**src/rtl/stream_demultiplexer.sv**
```systemverilog
// Registered packet-aware demux: each packet is steered to one of 2**NUM_OF_CONTROL_SIGNALS
// one-entry output slots. Define STREAM_DEMUX_PKT_COUNT_EN for per-channel delivered-packet counters.

module stream_demux_slot #(
  parameter int WIDTH       = 1,
  parameter int COUNT_WIDTH = 16
) (
  input  logic             clk,
  input  logic             reset,
  input  logic             load_i,
  input  logic [WIDTH-1:0] data_i,
  input  logic             last_i,
  input  logic             ready_i,
  output logic             valid_o,
  output logic [WIDTH-1:0] data_o,
  output logic             last_o
`ifdef STREAM_DEMUX_PKT_COUNT_EN
  ,
  output logic [COUNT_WIDTH-1:0] count_o
`endif
);
  logic             valid_q;
  logic [WIDTH-1:0] data_q;
  logic             last_q;

  // A load wins over a drain, so a simultaneous pop+push keeps the slot full.
  always_ff @(posedge clk) begin
    if (reset) begin
      valid_q <= 1'b0;
      data_q  <= '0;
      last_q  <= 1'b0;
    end else if (load_i) begin
      valid_q <= 1'b1;
      data_q  <= data_i;
      last_q  <= last_i;
    end else if (ready_i) begin
      valid_q <= 1'b0;
    end
  end

  assign valid_o = valid_q;
  assign data_o  = data_q;
  assign last_o  = last_q;

`ifdef STREAM_DEMUX_PKT_COUNT_EN
  logic [COUNT_WIDTH-1:0] count_q;

  always_ff @(posedge clk) begin
    if (reset)                           count_q <= '0;
    else if (valid_q && ready_i && last_q) count_q <= count_q + 1'b1;
  end

  assign count_o = count_q;
`endif
endmodule

module stream_demultiplexer #(
  parameter  int NUM_OF_CONTROL_SIGNALS = 1,
  parameter  int WIDTH                  = 1,
  parameter  int COUNT_WIDTH            = 16,
  localparam int N                      = 2 ** NUM_OF_CONTROL_SIGNALS
) (
  input  logic                              clk,
  input  logic                              reset,
  input  logic                              in_valid,
  output logic                              in_ready,
  input  logic [WIDTH-1:0]                  in_data,
  input  logic                              in_last,
  input  logic [NUM_OF_CONTROL_SIGNALS-1:0] in_select,
  output logic [N-1:0]                      out_valid,
  input  logic [N-1:0]                      out_ready,
  output logic [WIDTH-1:0]                  out_data [N],
  output logic [N-1:0]                      out_last,
  output logic                              busy,
  output logic [NUM_OF_CONTROL_SIGNALS-1:0] current_select
`ifdef STREAM_DEMUX_PKT_COUNT_EN
  ,
  output logic [COUNT_WIDTH-1:0]            packet_count [N]
`endif
);
  typedef enum logic {IDLE, ROUTE} state_t;

  state_t                            state_q, state_d;
  logic [NUM_OF_CONTROL_SIGNALS-1:0] sel_q, sel_d;
  logic [NUM_OF_CONTROL_SIGNALS-1:0] tgt;
  logic                              xfer;

  // Route is only sampled on a packet's first beat; afterwards it is locked.
  assign tgt      = (state_q == ROUTE) ? sel_q : in_select;
  assign in_ready = !out_valid[tgt] || out_ready[tgt];
  assign xfer     = in_valid && in_ready;

  always_ff @(posedge clk) begin
    if (reset) begin
      state_q <= IDLE;
      sel_q   <= '0;
    end else begin
      state_q <= state_d;
      sel_q   <= sel_d;
    end
  end

  always_comb begin
    state_d = state_q;
    sel_d   = sel_q;
    if (xfer) begin
      case (state_q)
        IDLE: begin
          sel_d = in_select;
          if (!in_last) state_d = ROUTE;
        end
        ROUTE: if (in_last) state_d = IDLE;
        default: state_d = IDLE;
      endcase
    end
  end

  assign busy           = (state_q == ROUTE);
  assign current_select = sel_q;

  for (genvar k = 0; k < N; k++) begin : g_slot
    stream_demux_slot #(
      .WIDTH       (WIDTH),
      .COUNT_WIDTH (COUNT_WIDTH)
    ) u_slot (
      .clk     (clk),
      .reset   (reset),
      .load_i  (xfer && (tgt == NUM_OF_CONTROL_SIGNALS'(k))),
      .data_i  (in_data),
      .last_i  (in_last),
      .ready_i (out_ready[k]),
      .valid_o (out_valid[k]),
      .data_o  (out_data[k]),
      .last_o  (out_last[k])
`ifdef STREAM_DEMUX_PKT_COUNT_EN
      ,
      .count_o (packet_count[k])
`endif
    );
  end
endmodule

```
**config.mk**
```make
export PLATFORM = sky130hd
export DESIGN_NAME = stream_demultiplexer
export DESIGN_NICKNAME = d
export VERILOG_FILES = /design/src/rtl/stream_demultiplexer.sv
export SDC_FILE = /design/constraint.sdc
export NUM_CORES = 1
export LEC_CHECK = 0
export CORE_AREA = 2 2 39 41
export DETAILED_ROUTE_END_ITERATION = 16
export DIE_AREA = 0 0 41 43
export GPL_TIMING_DRIVEN = 1
export PLACE_DENSITY = 0.68
export SETUP_SLACK_MARGIN = 0.4
export SKIP_CTS_REPAIR_TIMING = 1
export SLEW_MARGIN = 30
export SYNTH_ARGS = -nofsm -noshare
export SYNTH_HDL_FRONTEND = slang
export SYNTH_SLANG_ARGS = --single-unit
```
**constraint.sdc**
```tcl
create_clock -name clk -period 1.57 [get_ports clk]
set_input_delay 0.157 -clock clk [delete_from_list [all_inputs] [get_ports clk]]
set_output_delay 0.157 -clock clk [all_outputs]
set_load 0.02 [all_outputs]
```
==> results.toml, run 1 <==
[critical_path]
rrSetupSlack_ns = 0.23
cp_cell_sequence = "mux2i_4 > mux2_4 > buf_2"
regToRegEndpoint = "g_slot[1].u_slot.data_o$_SDFFE_PP0P_"
r2r-start = "busy$_SDFFE_PP0N_"
cp-end-kind = "primary output"
crit_path_start_kind = "flop"
path_delay_family = "multiplexers"
cp_max_fo = 2
cp_slowest_cell = "dfxtp_4"
cp_slowest_stage_delay_ns = 0.36
critPathKind = "flop to primary output"
worstRegToRegCells = 6
cp.buffers_inverters = 1
arrival_ns = 1.30
required_ns = 1.41

[yosys]
syn-num-nets = 45
synth_cells = 37
synth_ff_type = "dfxtp_1"
ys_warn_count = 0
syn_area_per_cell_sq_um = 10.3
synth_top_family_by_area = "simple AND/OR/NAND/NOR gates"
synth_top_area_frac = 0.418
synth_area_leaders = "dfxtp_1 42%, buf_4 12%, mux2i_1 10%, nand3b_4 5.2%, nor2_1 3.9%"
synth_edf_count = 0
synth_cell_types = 17
synth_compound_area_frac = 0.0686
syn_area_sq_um = 383
synth.top_cells.by_count = "8 x dfxtp_1, 6 x buf_4, 4 x mux2i_1, 4 x nor2_1"
synth_most_common_cell = "dfxtp_1"
synth-seq-cells = 8
synth-xor-area-share = 0
synthSimpleGateAreaFrac = 0.206
yosysTopAreaCell = "dfxtp_1"
synth_mux_area_frac = 0.170
synthAdderAreaFrac = 0
async_flop_share = 0
ys_seq_area_frac = 0.418

[hold_path]
hold_depth = 2
holdCritPathClass = "flop to flop"
hold_path_startpoint = "g_slot[1].u_slot.last_o$_SDFFE_PP0P_"
whs_endpoint = "g_slot[1].u_slot.last_o$_SDFFE_PP0P_"

[clocking]
clk_path_buf_depth = 2
htreeDepth = 1
clk_pin_slew_ns = 0.06
cts-root-buf = "clkbuf_4"
cts_tree = "done"
cts_buffers = 3
cts_num_sinks = 8
clk_latency_ns = 0.25

[cells_and_area]
finalNetCount = 64
fillers = 134
drive_gt1_frac = 0.345
seq_area_sq_um = 165
finish.utilization = 0.456
fin_area_sq_um = 631
diodes = 0
area_growth_pct = 64.7
multi_input_area_sq_um = 201

[die]
die-area_sq_um = 1760
fp.dieH_um = 43
io_pins = 17
fp.dieW_um = 41
coreArea_sq_um = 1380
rows = 14
initial_core_util = 0.277

[sta]
whs_ns = 0.488
hold_viol_final = 0
maxSlewHeadroom = 0.772
slew_violations = 0
worst_pin_slew_ns = 0.340
rsz0062_at_grt = "true"
setup_viol = 0
clock.fmax_mhz = 686
layout_setup_ws_ns = 0.113
clock_skew_ns = 0.00307
min_period_ns = 1.46
post-route-period-util = 0.928

[placed_design]
routabilityCongestion = 0.608
port_buffers = 16
hpwl_um = 519
placed_cell_area_sq_um = 562
place_ws_ns = -0.198

[drt]
wl_um = 689
via_count = 293
wl_met1_um = 286
drt_iter0_markers = 2
post-route-drc-count = 0
dr_wl_met3_um = 59
ant_nets = 0
top_layer = "met4"
wire_per_inst_um = 9.70
dr.pass1.iters = 2
wl_met2_um = 331
via_per_inst = 4.13

[global_routing]
grt_pass1_vias = 266
antenna_found_initial = 0
grtUsageTotal = 0.0866
grt_pass1_wl_um = 979
grt_max_degree = 9
grt.overflow.total = 0

[power_and_ir_drop]
p_per_area_nw_per_um2 = 828
peakVddDrop_mv = 0.349
p_leak_nw = 0.382

[status]
status = "completed"

[flow_run]
maxCapViolations = 0
==> worst reg2reg max path, delay by kind of cell, from the launching register on <==
family                 cells  cell delay [ns]
buffers and inverters      2             0.23
flip-flops                 1             0.36
multiplexers               2             0.42
AND/OR/NAND/NOR            2             0.21
==> cells by family after synthesis <==
logic type	Yosys count
compound gates	4
buf+inv	8
flops	8
mux	6
simple gates	11
==> per-stage QoR <==
step	total power (W)	setup TNS, ns	instances
floorplan	0.000307	0	37
global placement	0.000355	-0.188	66
detailed placement	0.000356	-0.198	66
CTS	0.000523	-0.281	70
global route	0.000553	0	71
finish	0.000522	0	71
==> state kept, by name (all words and copies together), names as in the netlist <==
signal and count:
busy 1, g_slot.u_slot.data_o 2, g_slot.u_slot.last_o 2, current_select 1, g_slot.u_slot.valid_o 2
==> worst max path at each step <==
stage / from / to / slack (ns) / cells past startpoint
4_1_cts: busy$_SDFFE_PP0N_ / in_ready / -0.28 / 3
3_3_place_gp: in_select / in_ready / -0.19 / 4
5_1_grt: busy$_SDFFE_PP0N_ / in_ready / 0.06 / 3
3_5_place_dp: in_select / in_ready / -0.20 / 4
2_1_floorplan: busy$_SDFFE_PP0N_ / g_slot[1].u_slot.data_o$_SDFFE_PP0P_ / 0.39 / 4
6_report: busy$_SDFFE_PP0N_ / in_ready / 0.11 / 3
==> final cells by class <==
type / count / share of cell area
repair buffers: 21 / 0.339
flip-flops and latches: 8 / 0.262
well taps: 16 / 0.0317
clock buffers: 4 / 0.0417
multi-input cells: 21 / 0.319
inverters: 1 / 0.00595
==> layer usage <==
metal / GRT usage / vias to the layer above
li1: - / 155
met1: 0.0877 / 125
met2: 0.128 / 11
met3: 0.0314 / 2
met4: 0.0800 / 0
met5: 0 / -
==> report_power, final <==
| part | internal [W] | total, W | switching [W] |
|---|---|---|---|
| combinational | 0.0000767 | 0.000133 | 0.0000567 |
| sequential | 0.000217 | 0.000226 | 0.00000939 |
| clock | 0.0000970 | 0.000163 | 0.0000659 |
==> layout by cell type, fill, tap and decap left out <==
cell type / n
nor3_2: 1
a21oi_1: 1
nand2b_1: 2
buf_2: 1
nand3_1: 1
nand3b_4: 1
dfxtp_2: 1
dfxtp_1: 6
a21oi_2: 2
dlymetal6s2s_1: 7
mux2i_4: 1
buf_6: 1
a21o_1: 1
mux2i_1: 4
nor2b_4: 1
buf_4: 4
clkdlybuf4s50_1: 8
inv_1: 1
mux2_4: 1
nor2_1: 4
dfxtp_4: 1
clkbuf_1: 1
nand3_4: 1
clkbuf_4: 3
Note: power is estimated with default switching activity, not from simulation.
==> inputs of run 2 (changes only) <==
--- a/config.mk
+++ b/config.mk
@@ -9,6 +9,7 @@
 export DETAILED_ROUTE_END_ITERATION = 16
 export DIE_AREA = 0 0 41 43
 export GPL_TIMING_DRIVEN = 1
+export MAX_ROUTING_LAYER = met4
 export PLACE_DENSITY = 0.68
 export SETUP_SLACK_MARGIN = 0.4
 export SKIP_CTS_REPAIR_TIMING = 1
==> results of run 2 <==
The final DEF is identical to that of run 1; final timing and power are the same.
Among the figures that moved: final weighted congestion in routability-driven placement 0.608 -> 0.612; overall routing resource usage 0.0866 -> 0.0888
==> inputs of run 3 (changes only) <==
--- a/config.mk
+++ b/config.mk
@@ -5,6 +5,7 @@
 export SDC_FILE = /design/constraint.sdc
 export NUM_CORES = 1
 export LEC_CHECK = 0
+export ABC_AREA = 1
 export CORE_AREA = 2 2 39 41
 export DETAILED_ROUTE_END_ITERATION = 16
 export DIE_AREA = 0 0 41 43
@@ -16,4 +17,5 @@
 export SLEW_MARGIN = 30
 export SYNTH_ARGS = -nofsm -noshare
 export SYNTH_HDL_FRONTEND = slang
+export SYNTH_HIERARCHICAL = 1
 export SYNTH_SLANG_ARGS = --single-unit
==> results.toml, run 3 <==
[power_and_ir_drop]
p_leak_nw = 0.404
peakVddDrop_mv = 0.391
intPower_w = 0.000377
p_per_area_nw_per_um2 = 859
power_frac_clock = 0.290
p_switching_w = 0.000154
comb_power_share = 0.271
pwr-share-seq = 0.438
swShare = 0.290

[drt]
post-route-drc-count = 0
via_per_inst = 4.06
wire_per_inst_um = 8.69
ant_nets = 0
wl_um = 773
dr.pass1.iters = 2
drt_iter0_markers = 1
via_count = 361

[critical_path]
cp_slowest_cell = "clkdlybuf4s50_1"
required_ns = 1.41
critPathKind = "primary input to primary output"
cp.buffers_inverters = 3
path_delay_family = "buffers and inverters"
cp-end-kind = "primary output"
r2r-start = "current_select$_SDFFE_PP0P_"
cp_cell_sequence = "clkdlybuf4s50_1 > inv_1 > nand2_1 > nand3_1 > nand2_2 > dlymetal6s2s_1"
regToRegEndpoint = "g_slot[1].u_slot/last_o$_SDFFE_PP0P_"
worstRegToRegCells = 7
cp_max_fo = 2
crit_path_start_kind = "primary input"
rrSetupSlack_ns = 0.52
startpoint = "out_ready[0]"
cp_slowest_stage_delay_ns = 0.47
arrival_ns = 1.13

[yosys]
synth_edf_count = 0
synth_top_family_by_area = "simple AND/OR/NAND/NOR gates"
ys_seq_area_frac = 0.417
syn_area_sq_um = 384
synth_ff_type = "dfxtp_1"
synth_top_area_frac = 0.417
synth-xor-area-share = 0
yosysTopAreaCell = "dfxtp_1"
ys_warn_count = 6
syn-num-nets = 61
synth_compound_area_frac = 0.124
syn_area_per_cell_sq_um = 7.25
synth_mux_area_frac = 0
async_flop_share = 0
synth-seq-cells = 8
synth_most_common_cell = "inv_1"
synth_area_leaders = "dfxtp_1 42%, inv_1 11%, nor2_1 8.8%, nand2_2 6.5%, nand2_1 5.9%"
synthAdderAreaFrac = 0
synth.top_cells.by_count = "11 x inv_1, 9 x nor2_1, 8 x dfxtp_1"
synth_cell_types = 14
synth_cells = 53
synthSimpleGateAreaFrac = 0.332

[sta]
hold_viol_final = 0
clock_skew_ns = 0.00562
post-route-period-util = 0.817
min_period_ns = 1.28
setup_viol = 0
rsz0062_at_grt = "true"
tns_ns = 0
slew_violations = 0
worst_pin_slew_ns = 0.224
maxSlewHeadroom = 0.850
clock.fmax_mhz = 779

[cells_and_area]
fillers = 146
fin_area_sq_um = 618
layout_commonest_cell = "inv_1"
area_growth_pct = 60.9
final_cell_mix = "10 x inv_1, 9 x nor2_1, 9 x dlymetal6s2s_1, 7 x dfxtp_1, 7 x clkdlybuf4s50_1"
finalNetCount = 83
diodes = 0
drive_gt1_frac = 0.219

[clocking]
clk_path_buf_depth = 2
clk_latency_ns = 0.25
cts-root-buf = "clkbuf_4"
cts_tree = "done"
cts_num_sinks = 8
cts_buffers = 3
htreeDepth = 1
clk_pin_slew_ns = 0.06

[status]
status = "completed"

[die]
fp.dieW_um = 41
fp.dieH_um = 43
rows = 14
initial_core_util = 0.278
die-area_sq_um = 1760
coreArea_sq_um = 1380
io_pins = 17

[global_routing]
grt_pass1_vias = 339
antenna_found_initial = 0
grtUsageTotal = 0.111
grt_pass1_wl_mm = 1.27
grt.overflow.total = 0
grt_max_degree = 6

[hold_path]
holdCritPathClass = "flop to flop"
whs_endpoint = "current_select$_SDFFE_PP0P_"
hold_depth = 2
hold_path_startpoint = "current_select$_SDFFE_PP0P_"

[placed_design]
hpwl_um = 594
routabilityCongestion = 0.719
port_buffers = 16
placed_cell_area_sq_um = 572

[flow_run]
maxCapViolations = 0
run 3: cell types whose count changed after synthesis, moves of 4 or more:
cell | previous run | this run
nor2_1 | 4 | 9
buf_4 | 6 | 0
mux2i_1 | 4 | 0
inv_1 | 1 | 11
nand2_1 | 0 | 6
nand2_2 | 0 | 4
run 3: layout make-up:
cell class              count  area [sq um]  share of cell area
repair buffers             17           190               0.308
well taps                  16          20.0              0.0324
multi-input cells          32           175               0.283
flip-flops and latches      8           161               0.261
clock buffers               3          22.5              0.0364
inverters                  13          48.8              0.0789
run 3: power groups by stage:
stage          clock, W  combinational, W  sequential, W
2_1_floorplan         0         0.0000557       0.000256
3_3_place_gp          0          0.000147       0.000236
3_5_place_dp          0          0.000148       0.000237
4_1_cts        0.000162          0.000149       0.000233
5_1_grt        0.000173          0.000158       0.000235
6_report       0.000154          0.000144       0.000233
run 3: logic make-up (layout without fill, tap and decap cells):
| family | after synthesis | in the layout |
|---|---|---|
| flip-flops | 8 | 8 |
| AO/OA/AOI/OAI | 8 | 8 |
| buffers and inverters | 13 | 33 |
| AND/OR/NAND/NOR | 24 | 24 |
run 3: worst max path at each step:
stage / end / cells past startpoint
floorplan: g_slot[1].u_slot/last_o$_SDFFE_PP0P_ / 7
global placement: in_ready / 6
detailed placement: in_ready / 6
CTS: in_ready / 5
global route: in_ready / 6
finish: in_ready / 6
run 3: per-stage QoR:
stage | std cells | worst slack [ns] | total power, W | utilization | hold WS (ns)
global placement | 86 | -0.0970 | 0.000384 | 0.413 | 0.454
finish | 89 | 0.287 | 0.000531 | 0.447 | 0.464
floorplan | 53 | 0.446 | 0.000312 | - | 0.219
global route | 89 | 0.191 | 0.000566 | 0.447 | 0.478
detailed placement | 86 | -0.100 | 0.000385 | 0.413 | 0.456
CTS | 89 | -0.108 | 0.000543 | 0.429 | 0.465
run 3: per-layer routing:
layer | wire (um) | GRT usage | share of wire
met1 | 379 | 0.146 | 0.49
met4 | 0 | 0.100 | 0
met2 | 345 | 0.131 | 0.45
met3 | 49 | 0.0314 | 0.063
met5 | 0 | - | 0
run 3: worst register-to-register path, stage by stage, from the launching register on:
cell and delay [ns]:
dfxtp_1 0.35, nand2_1 0.10, nand2_2 0.10, nand3_1 0.10
inv_2 0.09, inv_2 0.05, nor2_1 0.09, nor2_1 0.06
